==> config.mk <==
export PLATFORM = sky130hd
export DESIGN_NAME = cpu_wb_master_flat
export DESIGN_NICKNAME = d
export VERILOG_FILES = /design/src/rtl/cpu_wb_master_if.sv /design/src/rtl/cpu_wb_master.sv /design/src/flat_wrapper.sv
export SDC_FILE = /design/constraint.sdc
export NUM_CORES = 1
export LEC_CHECK = 0
export BUFFER_PORTS_ARGS = -buffer_cell sky130_fd_sc_hd__buf_2
export CAP_MARGIN = 20
export CORE_MARGIN = 4
export CORE_UTILIZATION = 42
export CTS_BUF_LIST = sky130_fd_sc_hd__clkbuf_8
export DETAILED_ROUTE_END_ITERATION = 8
export PLACE_DENSITY = 0.76
export SYNTH_ARGS = -nofsm -noshare
export SYNTH_HDL_FRONTEND = slang
export SYNTH_SLANG_ARGS = --single-unit
==> constraint.sdc <==
create_clock -name clk -period 2.9 [get_ports clk]
set_input_delay 0.145 -clock clk [delete_from_list [all_inputs] [get_ports clk]]
set_output_delay 0.145 -clock clk [all_outputs]
set_load 0.05 [all_outputs]
==> src/rtl/cpu_wb_master_if.sv <==
// Classic single-beat Wishbone connection between the CPU bridge (master) and a bus slave.
interface cpu_wb_master_if #(
   parameter int ADDR_W = 32,
   parameter int DATA_W = 32
);
   logic                cyc;
   logic                stb;
   logic                we;
   logic [DATA_W/8-1:0] sel;
   logic [ADDR_W-1:0]   adr;
   logic [DATA_W-1:0]   dat_w;
   logic [DATA_W-1:0]   dat_r;
   logic                ack;
   logic                err;

   modport master (
      output cyc, stb, we, sel, adr, dat_w,
      input  dat_r, ack, err
   );

   modport slave (
      input  cyc, stb, we, sel, adr, dat_w,
      output dat_r, ack, err
   );
endinterface

==> src/rtl/cpu_wb_master.sv <==
// CPU memory-port to Wishbone single-beat bridge: one bus cycle per CPU request, one-cycle ready strobe.
// Optional bus timeout abort is compiled in when WB_TIMEOUT_EN is defined.
//
// state | meaning
// IDLE  | no cycle on the bus; a CPU request latches addr/data/we and raises cyc/stb
// BUS   | cyc/stb held with the latched request; waiting for ack, err (or timeout)
// RESP  | cpu_ready_o high for this single cycle; returns to IDLE regardless of request
module cpu_wb_master #(
   parameter int          ADDR_W  = 32,
   parameter int          DATA_W  = 32,
   parameter int unsigned TIMEOUT = 255
) (
   input  logic                 clk,
   input  logic                 reset,
   input  logic                 cpu_stb_i,
   input  logic                 cpu_we_i,
   input  logic [ADDR_W-1:0]    cpu_addr_i,
   input  logic [DATA_W-1:0]    cpu_dat_i,
   output logic [DATA_W-1:0]    cpu_dat_o,
   output logic                 cpu_ready_o,
   output logic                 bus_err_o,
   cpu_wb_master_if.master      wb
);

   typedef enum logic [1:0] {
      IDLE = 2'd0,
      BUS  = 2'd1,
      RESP = 2'd2
   } state_t;

   state_t state;
   logic   to_hit;
   logic   bus_abort;

`ifdef WB_TIMEOUT_EN
   localparam int TO_W = $clog2(TIMEOUT + 1);

   logic [TO_W-1:0] to_cnt;

   // Counter equals the number of completed BUS cycles, so a hit means this is BUS cycle TIMEOUT.
   assign to_hit = (to_cnt == TO_W'(TIMEOUT - 1));
`else
   wire unused_timeout_cfg = (TIMEOUT >= 1);

   assign to_hit = 1'b0;
`endif

   // A slave response in the same cycle as the timeout wins over the timeout.
   assign bus_abort = wb.err || (to_hit && !wb.ack);

   always_ff @(posedge clk or posedge reset) begin
      if (reset) begin
         state       <= IDLE;
         wb.cyc      <= 1'b0;
         wb.stb      <= 1'b0;
         wb.we       <= 1'b0;
         wb.sel      <= '0;
         wb.adr      <= '0;
         wb.dat_w    <= '0;
         cpu_dat_o   <= '0;
         cpu_ready_o <= 1'b0;
         bus_err_o   <= 1'b0;
`ifdef WB_TIMEOUT_EN
         to_cnt      <= '0;
`endif
      end else begin
         cpu_ready_o <= 1'b0;
         case (state)
            IDLE: begin
               if (cpu_stb_i) begin
                  wb.adr   <= cpu_addr_i;
                  wb.dat_w <= cpu_dat_i;
                  wb.we    <= cpu_we_i;
                  wb.cyc   <= 1'b1;
                  wb.stb   <= 1'b1;
                  wb.sel   <= '1;
`ifdef WB_TIMEOUT_EN
                  to_cnt   <= '0;
`endif
                  state    <= BUS;
               end
            end
            BUS: begin
               if (bus_abort) begin
                  if (!wb.we) cpu_dat_o <= '0;
                  bus_err_o   <= 1'b1;
                  wb.cyc      <= 1'b0;
                  wb.stb      <= 1'b0;
                  wb.sel      <= '0;
                  cpu_ready_o <= 1'b1;
                  state       <= RESP;
               end else if (wb.ack) begin
                  if (!wb.we) cpu_dat_o <= wb.dat_r;
                  wb.cyc      <= 1'b0;
                  wb.stb      <= 1'b0;
                  wb.sel      <= '0;
                  cpu_ready_o <= 1'b1;
                  state       <= RESP;
               end
`ifdef WB_TIMEOUT_EN
               else begin
                  to_cnt <= to_cnt + TO_W'(1);
               end
`endif
            end
            RESP: begin
               state <= IDLE;
            end
            default: begin
               state <= IDLE;
            end
         endcase
      end
   end

endmodule
==> src/flat_wrapper.sv <==
// flat-port wrapper written by rule: the top's interface ports become plain ports
module cpu_wb_master_flat 
#(
   parameter int          ADDR_W  = 32,
   parameter int          DATA_W  = 32,
   parameter int unsigned TIMEOUT = 255
)
  (clk, reset, cpu_stb_i, cpu_we_i, cpu_addr_i, cpu_dat_i, cpu_dat_o, cpu_ready_o, bus_err_o, wb_cyc, wb_stb, wb_we, wb_sel, wb_adr, wb_dat_w, wb_dat_r, wb_ack, wb_err);
  cpu_wb_master_if #(.ADDR_W(ADDR_W), .DATA_W(DATA_W)) wb_i ();
  input  logic clk;
  input  logic reset;
  input  logic cpu_stb_i;
  input  logic cpu_we_i;
  input  logic [ADDR_W-1:0] cpu_addr_i;
  input  logic [DATA_W-1:0] cpu_dat_i;
  output logic [DATA_W-1:0] cpu_dat_o;
  output logic cpu_ready_o;
  output logic bus_err_o;
  output wire logic [$bits(wb_i.cyc)-1:0] wb_cyc;
  output wire logic [$bits(wb_i.stb)-1:0] wb_stb;
  output wire logic [$bits(wb_i.we)-1:0] wb_we;
  output wire logic [$bits(wb_i.sel)-1:0] wb_sel;
  output wire logic [$bits(wb_i.adr)-1:0] wb_adr;
  output wire logic [$bits(wb_i.dat_w)-1:0] wb_dat_w;
  input wire logic [$bits(wb_i.dat_r)-1:0] wb_dat_r;
  input wire logic [$bits(wb_i.ack)-1:0] wb_ack;
  input wire logic [$bits(wb_i.err)-1:0] wb_err;
  assign wb_cyc = wb_i.cyc;
  assign wb_stb = wb_i.stb;
  assign wb_we = wb_i.we;
  assign wb_sel = wb_i.sel;
  assign wb_adr = wb_i.adr;
  assign wb_dat_w = wb_i.dat_w;
  assign wb_i.dat_r = wb_dat_r;
  assign wb_i.ack = wb_ack;
  assign wb_i.err = wb_err;
  cpu_wb_master #(.ADDR_W(ADDR_W), .DATA_W(DATA_W), .TIMEOUT(TIMEOUT)) u_core (.clk(clk), .reset(reset), .cpu_stb_i(cpu_stb_i), .cpu_we_i(cpu_we_i), .cpu_addr_i(cpu_addr_i), .cpu_dat_i(cpu_dat_i), .cpu_dat_o(cpu_dat_o), .cpu_ready_o(cpu_ready_o), .bus_err_o(bus_err_o), .wb(wb_i));
endmodule
==> results of run 1 <==
## path summary, 6_finish.rpt
check | from | to | depth (start not counted)
max in group asynchronous | reset | u_core.wb.dat_w[19] | 4
setup reg to reg | u_core.state[1] | u_core.cpu_dat_o[2] | 4
min in group asynchronous | reset | u_core.cpu_dat_o[5] | 3
hold reg to reg | u_core.bus_err_o | u_core.bus_err_o | 1
setup / recovery | u_core.state[1] | u_core.cpu_dat_o[2] | 4
hold / removal | cpu_addr_i[29] | u_core.wb.adr[29] | 2
## metrics by stage
stage	utilization	setup WS, ns	hold WS, ns
after floorplan	-	0.0795	0.297
after CTS	0.610	1.20	0.000521
after global placement	0.555	1.17	0.216
after detailed placement	0.555	1.12	0.218
final	0.614	1.22	0.0234
after global routing	0.614	1.08	0.00245
## cells by family after synthesis
group,synth area share
AO/OA/AOI/OAI,0.00308
AND/OR/NAND/NOR,0.0638
flip-flops,0.628
multiplexers,0.271
buffers and inverters,0.0333
## per-layer routing
| layer | part of all wire | up-vias |
|---|---|---|
| met3 | 0.098 | 14 |
| met2 | 0.50 | 130 |
| met5 | 0 | - |
| li1 | - | 1368 |
| met1 | 0.38 | 1400 |
| met4 | 0.020 | 0 |
## sequential cells by signal, indices dropped and copies added (netlist names)
signal              flops
u_core.cpu_dat_o       32
u_core.state            2
u_core.cpu_ready_o      1
u_core.wb.we            1
u_core.bus_err_o        1
u_core.wb.dat_w        32
u_core.wb.adr          32
u_core.wb.sel           1
## placed cells by master, fill, tap and decap left out
cell           instances
nand2b_1               2
clkinv_4               2
mux2i_1                1
inv_1                  2
buf_2                206
dlygate4sd3_1         34
inv_4                  1
nor2b_1               32
nor2_1                 3
bufinv_16              1
o21bai_1               1
clkinvlp_4             1
o21ai_0                1
clkbuf_8              11
nor3_4                 1
mux2_2                95
buf_4                  6
dfrtp_1              102
nor2_2                 1
nor3b_4                1
mux2_1                 2
## power groups by stage
| stage | Clock, µW | Combinational (µW) | Sequential [µW] |
|---|---|---|---|
| after floorplan | 0 | 752 | 4040 |
| after global placement | 0 | 3290 | 2210 |
| after detailed placement | 0 | 3340 | 2240 |
| after CTS | 948 | 3370 | 2210 |
| after global routing | 1010 | 3470 | 2280 |
| final | 910 | 3340 | 2200 |
## worst reg2reg max path, cell delays in order (launching register included)
cell	delay, ns
dfrtp_1	0.42
nand2b_1	0.24
nor3_4	0.14
buf_4	0.38
mux2_2	0.39
## what timing repair did
item	in CTS	in global routing
hold buffers	30	4
gates resized for setup	0	0
endpoints found under the hold margin	68	4
## final cells by class
type,count,area [µm²]
fillers,758,3600
flip-flops and latches,102,2550
repair buffers,246,1420
multi-input cells,140,1380
well taps,129,161
clock buffers,11,151
clock inverters,5,58.8
inverters,2,10.0
==> out/results.txt, run 1 <==
proportion of power drawn by flip-flops and latches - 0.341
final WL - 9630 µm
slew margin rel. - 0.650
worst slew pin tran - 0.524 ns
most frequent cell after synthesis - dfrtp_1
busiest grt layer - met2
number of synthesized flops with an enable pin - 0
fin crit share - 0.579
initial drt markers - 122
top cells by count, synth - dfrtp_1 (102), mux2_2 (95), nor2b_1 (32), buf_4 (9)
Core Rows - 35
run status - complete, no violations
Yosys top cell area share - 0.628
first-pass GRT wire length - 15,300 µm
Vert. Die Dim - 106 µm
Worst EP arrival - 1.92 ns
Routed Antenna Nets - 0
Mean Syn Cell Area - 15.5 µm²
number of CTS-inserted buffers - 9
Sw Ratio - 0.494
GR Util met3 - 0.0607
P_sw - 3190 µW
crit path cell chain - nand2b_1, nor3_4, buf_4, mux2_2
antenna cells - 0
maximum fanout along the worst path - 32
flop2flop setup slack - 1.22 ns
Residual DRC - 0
maximum vdd ir drop - 0.000490 V
drt via density - 4.59
CP Data Required Time - 3.13 ns
Combinational Power Share - 0.518
sequential share of the synthesized area - 0.628
Power Dens Cells - 1130 nW/µm²
Critical Path Start Type - register
final net count - 603
ys async rst share - 1.00
TritonCTS clock tree - done
# IOs - 207
layout cell share with drive strength beyond 1 - 0.644
Power Total - 6460 µW
CP Buf/Inv Count - 1
number of antenna violations at the first check in global routing - 0
Initial Util - 0.435
Pre-Repair DR Iteration Count - 3
setup bufs post-CTS - 0
met1 Usage GRT - 0.208
vias - 2,912
internal power - 3270 µW
grt met2 use - 0.285
leakage - 0.00284 µW
Clock Latency Late Sink - 0.36 ns
htree depth - 3
CTS root buffer - clkbuf_8
RSZ-0062 raised after global routing - no
syn nets - 364
Synth Warn # - 0
Total GRT Usage - 0.172
CP endpoint kind - register
WL/cell - 15.2 µm
HP Class - input port to register
Setup Viol. Count Final - 0
Yosys cell types - 17
#FFs+latches synth - 102
main area contributors after synthesis - dfrtp_1 (63%), mux2_2 (26%), nor2b_1 (4.9%)
Yosys top cell by area - dfrtp_1
crit path kind - register to register
DIE AREA - 11,300 µm²
largest net degree at the start of global routing - 44
vias in the first global route - 3,121
Max-cap violations - 0
Die X - 106 µm
Max Slew Vio Count - 0
Post-DP Area - 5180 µm²
min Tclk post-route - 1.68 ns
Core ar. - 9330 µm²
PortBufs - 206
Inst Count DP - 585
Final Hold Viols - 0
gr ovfl total - 0
Clock Power Share - 0.141
Crit path max-delay family - flip-flops
CTS max path bufs - 2
Final Wtd Congestion - 0.741
fmax - 0.595 GHz
Worst Skew - 0.0154 ns
P&R area growth vs syn - 41.1%
slowest stage cell on the critical path - dfrtp_1
dpl hpwl - 6940 µm
clock-pin transition on the worst setup and hold timing paths - 0.09 ns
CP peak stage delay - 0.42 ns
setup_tns - 0 ns
Most used DFF post-synth - dfrtp_1
# clock sinks - 102
cell count after synthesis - 262
final non-filler cell area - 5730 µm²
Cell Count, Final, Fillers Out - 635
Cell Area, Synth - 4060 µm²
Power figures use the tool's default switching activity.
==> run 2: changes to the inputs <==
--- a/config.mk
+++ b/config.mk
@@ -5,10 +5,11 @@
 export SDC_FILE = /design/constraint.sdc
 export NUM_CORES = 1
 export LEC_CHECK = 0
+export ABC_AREA = 1
 export BUFFER_PORTS_ARGS = -buffer_cell sky130_fd_sc_hd__buf_2
 export CAP_MARGIN = 20
 export CORE_MARGIN = 4
-export CORE_UTILIZATION = 42
+export CORE_UTILIZATION = 43
 export CTS_BUF_LIST = sky130_fd_sc_hd__clkbuf_8
 export DETAILED_ROUTE_END_ITERATION = 8
 export PLACE_DENSITY = 0.76
==> constraint.sdc (replaced) <==
create_clock -name clk -period 1.47 [get_ports clk]
set_input_delay 0.0735 -clock clk [delete_from_list [all_inputs] [get_ports clk]]
set_output_delay 0.0735 -clock clk [all_outputs]
set_load 0.05 [all_outputs]
==> run 2 against run 1 <==
  * Core utilization rose by 3.5 points
  * Clock-buffer cell count fell by 1
  * Non-clock buffer count up 41
  * Largest power group unchanged
  * Sequential power increased by 110%
  * Critical path depth increased by 1
  * Critical endpoint is now u_core.wb.dat_w[29]
  * Synthesized cell count grew 94%
  * Area after synthesis grew 5.8%
==> out/results.txt, run 2 <==
Max Slew Vio Count - 0 (unchanged)
clock-pin transition on the worst setup and hold timing paths - 0.10 ns (about the same)
DIE AREA - 11,700 µm² (+3.1%)
initial drt markers - 262 (+110%)
sequential cell area - 2550 µm² (unchanged)
CTS root buffer - clkbuf_8
TritonCTS clock tree - done
reg-to-reg critical path startpoint - u_core.state[1]
vias in the first global route - 4,108 (+32%)
main area contributors after synthesis - dfrtp_1 (59%), nand2_1 (12%), inv_1 (8.8%)
flop2flop setup slack - 0.20 ns (-1.02 ns)
crit path kind - register to register
RSZ-0062 raised after global routing - no
Cell Area, Synth - 4300 µm² (+5.8%)
Worst Skew - 0.00742 ns (-0.00802 ns)
final WL - 12,200 µm (+27%)
Clock Latency Late Sink - 0.36 ns (about the same)
fillers - 750 (-1.1%)
first-pass GRT wire length - 19,600 µm (+28%)
commonest non-fill, non-tap cell in the layout - buf_2
Mean Syn Cell Area - 8.46 µm² (-45%)
Multi-input gate area - 1170 µm² (-15%)
Final Hold Viols - 0 (unchanged)
maximum vdd ir drop - 0.00118 V (+140%)
top cells by count, synth - nand2_1 (132), dfrtp_1 (102), inv_1 (101), o21ai_0 (46), nor2_1 (35)
Final Wtd Congestion - 0.769 (+3.7%)
Die X - 108 µm (+1.5%)
dpl hpwl - 7610 µm (+9.7%)
crit path cell chain - inv_2, nand3_4, buf_12, nand2_1, o21ai_0
leakage - 0.00375 µW (+32%)
layout cell share with drive strength beyond 1 - 0.302 (-0.343)
maximum fanout along the worst path - 74 (+130%)
gr ovfl total - 0 (unchanged)
CP endpoint kind - register
largest net degree at the start of global routing - 103 (+130%)
Routed Antenna Nets - 0 (unchanged)
Yosys top cell area share - 0.594 (-0.0346)
sequential share of the synthesized area - 0.594 (-0.0346)
min Tclk post-route - 1.27 ns (-0.409 ns)
Initial Util - 0.440 (+0.00430)
Total GRT Usage - 0.213 (+0.0416)
Post-DP Area - 5420 µm² (+4.6%)
vias - 4,106 (+41%)
post-cts resize count - 0 (unchanged)
htree depth - 3 (unchanged)
fin util - 0.650 (+0.0354)
antenna cells - 0 (unchanged)
Setup Viol. Count Final - 0 (unchanged)
worst reg2reg endpoint - u_core.wb.dat_w[29]
Pre-Repair DR Iteration Count - 5 (+2)
syn nets - 610 (+68%)
most frequent cell after synthesis - nand2_1
worst slew pin tran - 0.517 ns (-0.00758 ns)
final net count - 876 (+45%)
Max-cap violations - 0 (unchanged)
Core Rows - 36 (+2.9%)
cell count after synthesis - 508 (+94%)
PortBufs - 206 (unchanged)
ys async rst share - 1.00 (unchanged)
slew margin rel. - 0.655 (+0.00505)
Vert. Die Dim - 108 µm (+1.5%)
run status - complete, no violations
Yosys top cell by area - dfrtp_1
drt via density - 4.50 (-1.8%)
Most used DFF post-synth - dfrtp_1
Power Dens Cells - 2160 nW/µm² (+91%)
number of antenna violations at the first check in global routing - 0 (unchanged)
Worst EP arrival - 1.50 ns (-0.42 ns)
Critical Path Start Type - register
CTS max path bufs - 2 (unchanged)
Yosys cell types - 16 (-1)
biggest registers after layout - u_core.cpu_dat_o x32, u_core.wb.adr x32, u_core.wb.dat_w x32
most frequent cells in the layout - buf_2 (206), nand2_1 (132), dfrtp_1 (102), inv_1 (101), dlygate4sd3_1 (73)
#FFs+latches synth - 102 (unchanged)
slowest stage cell on the critical path - dfrtp_1
final non-filler cell area - 6350 µm² (+11%)
setup_tns - 0 ns (unchanged)
Synth Warn # - 0 (unchanged)
crit path to - u_core.wb.dat_w[29]
Core ar. - 9770 µm² (+4.8%)
fin crit share - 0.865 (+0.285)
P&R area growth vs syn - 47.8%
Residual DRC - 0 (unchanged)
number of CTS-inserted buffers - 9 (unchanged)
WL/cell - 13.4 µm (-11%)
Worst Setup SP - u_core.state[1]
CP peak stage delay - 0.41 ns (about the same)
R2R depth - 5 (+1)
# clock sinks - 102 (unchanged)
HP Class - input port to register
# IOs - 207 (unchanged)
number of synthesized flops with an enable pin - 0 (unchanged)
CP Data Required Time - 1.70 ns (-1.43 ns)
fmax - 0.787 GHz (+32%)
run 2: cell types whose count changed in the layout (fill, tap and decap cells not counted), moves of 21 or more:
cell	previous run	this run
dlygate4sd3_1	34	73
inv_1	2	101
mux2_2	95	0
nand2_1	0	132
nand3_1	0	33
nor2_1	3	35
nor2b_1	32	0
o21ai_0	1	46
o21ai_1	0	21
run 2: final cells by class:
class	count	area share
inverters	103	0.0615
multi-input cells	271	0.184
flip-flops and latches	102	0.402
well taps	133	0.0262
repair buffers	287	0.295
clock buffers	10	0.0217
clock inverters	6	0.00985
run 2: cell families (layout without fill, tap and decap cells):
kind of cell,after synthesis,count (layout),synth area share
AOI/OAI and AO/OA,68,68,0.0798
buffers and inverters,135,406,0.136
DFF,102,102,0.594
and+or+nand+nor,203,203,0.191
run 2: worst min-delay path by stage:
stage                   from              endpoint  depth (start not counted)
4_1_cts         wb_dat_r[13]  u_core.cpu_dat_o[13]                          5
3_3_place_gp           reset    u_core.wb.dat_w[8]                          3
2_1_floorplan  cpu_addr_i[0]      u_core.wb.adr[0]                          2
3_5_place_dp           reset    u_core.wb.dat_w[9]                          3
6_report        wb_dat_r[30]  u_core.cpu_dat_o[30]                          5
5_1_grt         wb_dat_r[21]  u_core.cpu_dat_o[21]                          5
run 2: metrics by stage:
step	setup slack (ns)	power [µW]	instances	hold slack, ns
after CTS	0.218	13700	912	0.000394
final	0.199	13700	912	0.0246
after detailed placement	0.279	11800	823	0.281
after global routing	0.110	14400	912	0.0157
after global placement	0.329	11600	823	0.272
after floorplan	0.179	10000	508	0.207
run 2: routing by layer:
layer | up-vias | wire length (µm) | track usage
li1 | 2036 | - | -
met1 | 1839 | 4860 | 0.258
met2 | 193 | 6020 | 0.351
met3 | 38 | 965 | 0.0579
met4 | 0 | 412 | 0.108
met5 | - | 0 | 0
run 2: timing repair:
item                      4_1_cts  5_1_grt
buffers inserted                0        0
hold endpoints to repair      174        0
hold buffers                   73        0
run 2: worst max-delay path, delay by kind of cell (launching register included):
family | cells | cell delay (ns)
flip-flops | 1 | 0.41
AO/OA/AOI/OAI | 1 | 0.11
AND/OR/NAND/NOR | 2 | 0.27
buffers and inverters | 2 | 0.33
run 2: where the power goes:
group | total, µW | internal, µW | switching [µW]
clock network | 1790 | 829 | 966
logic | 7340 | 1590 | 5750
registers | 4570 | 3900 | 664
total | 13700 | 6320 | 7380
==> run 3: changes to the inputs <==
--- a/config.mk
+++ b/config.mk
@@ -11,8 +11,11 @@
 export CORE_MARGIN = 4
 export CORE_UTILIZATION = 43
 export CTS_BUF_LIST = sky130_fd_sc_hd__clkbuf_8
+export CTS_CLUSTER_SIZE = 25
 export DETAILED_ROUTE_END_ITERATION = 8
+export MAX_ROUTING_LAYER = met4
 export PLACE_DENSITY = 0.76
+export SLEW_MARGIN = 20
 export SYNTH_ARGS = -nofsm -noshare
 export SYNTH_HDL_FRONTEND = slang
 export SYNTH_SLANG_ARGS = --single-unit
==> run 3 against run 2 <==
  * Worst setup slack gained 0.0069 ns
  * First-iteration DRC count grew 2.3%
  * Highest routed layer unchanged
  * Design area is the same
  * Worst hold slack gained 0.0014 ns
  * Largest cell class unchanged
  * Clock skew is essentially flat
  * Cell count is the same
  * Die area is the same
==> out/results.txt, run 3 (synthesis gave the netlist of run 2 again) <==
run status - complete, no violations
post-cts resize count - 0 (unchanged)
busiest grt layer - met2
first-pass GRT wire length - 19,600 µm (about the same)
crit path kind - register to register
worst slew pin tran - 0.515 ns (-0.00226 ns)
maximum fanout along the worst path - 74 (unchanged)
CTS max path bufs - 2 (unchanged)
gr ovfl total - 0 (unchanged)
setup_tns - 0 ns (unchanged)
Core Rows - 36 (unchanged)
Final Wtd Congestion - 0.779 (+1.3%)
slew margin rel. - 0.657 (+0.00150)
biggest registers after layout - u_core.cpu_dat_o x32, u_core.wb.adr x32, u_core.wb.dat_w x32
Die X - 108 µm (unchanged)
drt via density - 4.53 (+0.68%)
Pre-Repair DR Iteration Count - 5 (unchanged)
TritonCTS clock tree - done
fin util - 0.650 (unchanged)
DIE AREA - 11,700 µm² (unchanged)
vias - 4,134 (+0.68%)
antenna cells - 0 (unchanged)
met1 Usage GRT - 0.266 (+0.00821)
leakage - 0.00375 µW (unchanged)
Vert. Die Dim - 108 µm (unchanged)
Final Hold Viols - 0 (unchanged)
Power Dens Cells - 2150 nW/µm² (about the same)
WL/cell - 13.4 µm (-0.34%)
CP endpoint kind - register
htree depth - 3 (unchanged)
fmax - 0.791 GHz (+0.55%)
Worst Skew - 0.00730 ns (-0.000120 ns)
Initial Util - 0.440 (unchanged)
Placement Setup Slack - 0.279 ns (unchanged)
grt met2 use - 0.352 (+0.000444)
final WL - 12,200 µm (-0.34%)
layout cell share with drive strength beyond 1 - 0.302 (unchanged)
maximum vdd ir drop - 0.00119 V (+0.52%)
vias in the first global route - 4,102 (-0.15%)
initial drt markers - 268 (+2.3%)
most frequent cells in the layout - buf_2 (206), nand2_1 (132), dfrtp_1 (102), inv_1 (101), dlygate4sd3_1 (73)
min Tclk post-route - 1.26 ns (-0.00689 ns)
commonest non-fill, non-tap cell in the layout - buf_2
# IOs - 207 (unchanged)
Total GRT Usage - 0.220 (+0.00655)
Min Hold Slack - 0.0260 ns (+0.00137 ns)
Max-cap violations - 0 (unchanged)
PortBufs - 206 (unchanged)
Setup Viol. Count Final - 0 (unchanged)
Residual DRC - 0 (unchanged)
number of CTS-inserted buffers - 9 (unchanged)
final net count - 876 (unchanged)
number of antenna violations at the first check in global routing - 0 (unchanged)
setup bufs post-CTS - 0 (unchanged)
Clock Latency Late Sink - 0.36 ns (about the same)
P&R area growth vs syn - 47.8% (unchanged)
dpl hpwl - 7610 µm (unchanged)
GR Util met3 - 0.0466 (-0.0113)
largest net degree at the start of global routing - 103 (unchanged)
Routed Antenna Nets - 0 (unchanged)
fin crit share - 0.860 (-0.00469)
Critical Path Start Type - register
clock-pin transition on the worst setup and hold timing paths - 0.10 ns (about the same)
CTS root buffer - clkbuf_8
fin worst setup slack - 0.206 ns (+0.00689 ns)
Core ar. - 9770 µm² (unchanged)
RSZ-0062 raised after global routing - no
# clock sinks - 102 (unchanged)
Max Slew Vio Count - 0 (unchanged)
Worst EP arrival - 1.49 ns (about the same)
CP Data Required Time - 1.70 ns (about the same)
HP Class - input port to register
## run 3: cell counts in the layout (fill, tap and decap cells not counted)
Identical to the previous run, type by type.
## run 3: area by class of cell
type | count | area [µm²]
Clock buffer | 10 | 138
Clock inverter | 6 | 62.6
Fill cell | 750 | 3420
Inverter | 103 | 390
Multi-Input combinational cell | 271 | 1170
Sequential cell | 102 | 2550
Tap cell | 133 | 166
Timing Repair Buffer | 287 | 1870
## run 3: worst paths after layout
kind / from / to / slack [ns] / cells after the start
min reg2reg: u_core.cpu_dat_o[26] / u_core.cpu_dat_o[26] / 0.47 / 2
max in group asynchronous: reset / u_core.wb.adr[5] / 0.69 / 4
min: wb_dat_r[30] / u_core.cpu_dat_o[30] / 0.03 / 5
max reg2reg: u_core.state[1] / u_core.wb.dat_w[29] / 0.21 / 5
max: u_core.state[1] / u_core.wb.dat_w[29] / 0.21 / 5
min in group asynchronous: reset / u_core.wb.dat_w[9] / 0.41 / 4
## run 3: stage by stage
stage | area (µm²) | total power, µW | std cells
final | 6350 | 13700 | 912
after global routing | 6350 | 14400 | 912
after CTS | 6350 | 13700 | 912
after detailed placement | 5420 | 11800 | 823
after global placement | 5420 | 11600 | 823
after floorplan | 4300 | 10000 | 508
## run 3: power breakdown
part | internal [µW] | leakage (µW) | switching, µW | total, µW
clock network | 828 | 0.0000997 | 959 | 1790
logic | 1590 | 0.00237 | 5740 | 7330
registers | 3900 | 0.00128 | 663 | 4560
## run 3: critical path: stages (launching register included)
cell and delay [ns]:
dfrtp_1 0.41, inv_2 0.08, nand3_4 0.16, buf_12 0.25, nand2_1 0.11, o21ai_0 0.11
## run 3: layer usage
layer,vias to the layer above,part of all wire
li1,2036,-
met1,1880,0.40
met2,174,0.50
met5,-,0
met3,44,0.068
met4,0,0.033
## run 3: repair_timing
item	CTS	global route
hold buffers	73	0
endpoints found under the setup margin	0	0
hold endpoints to repair	174	0
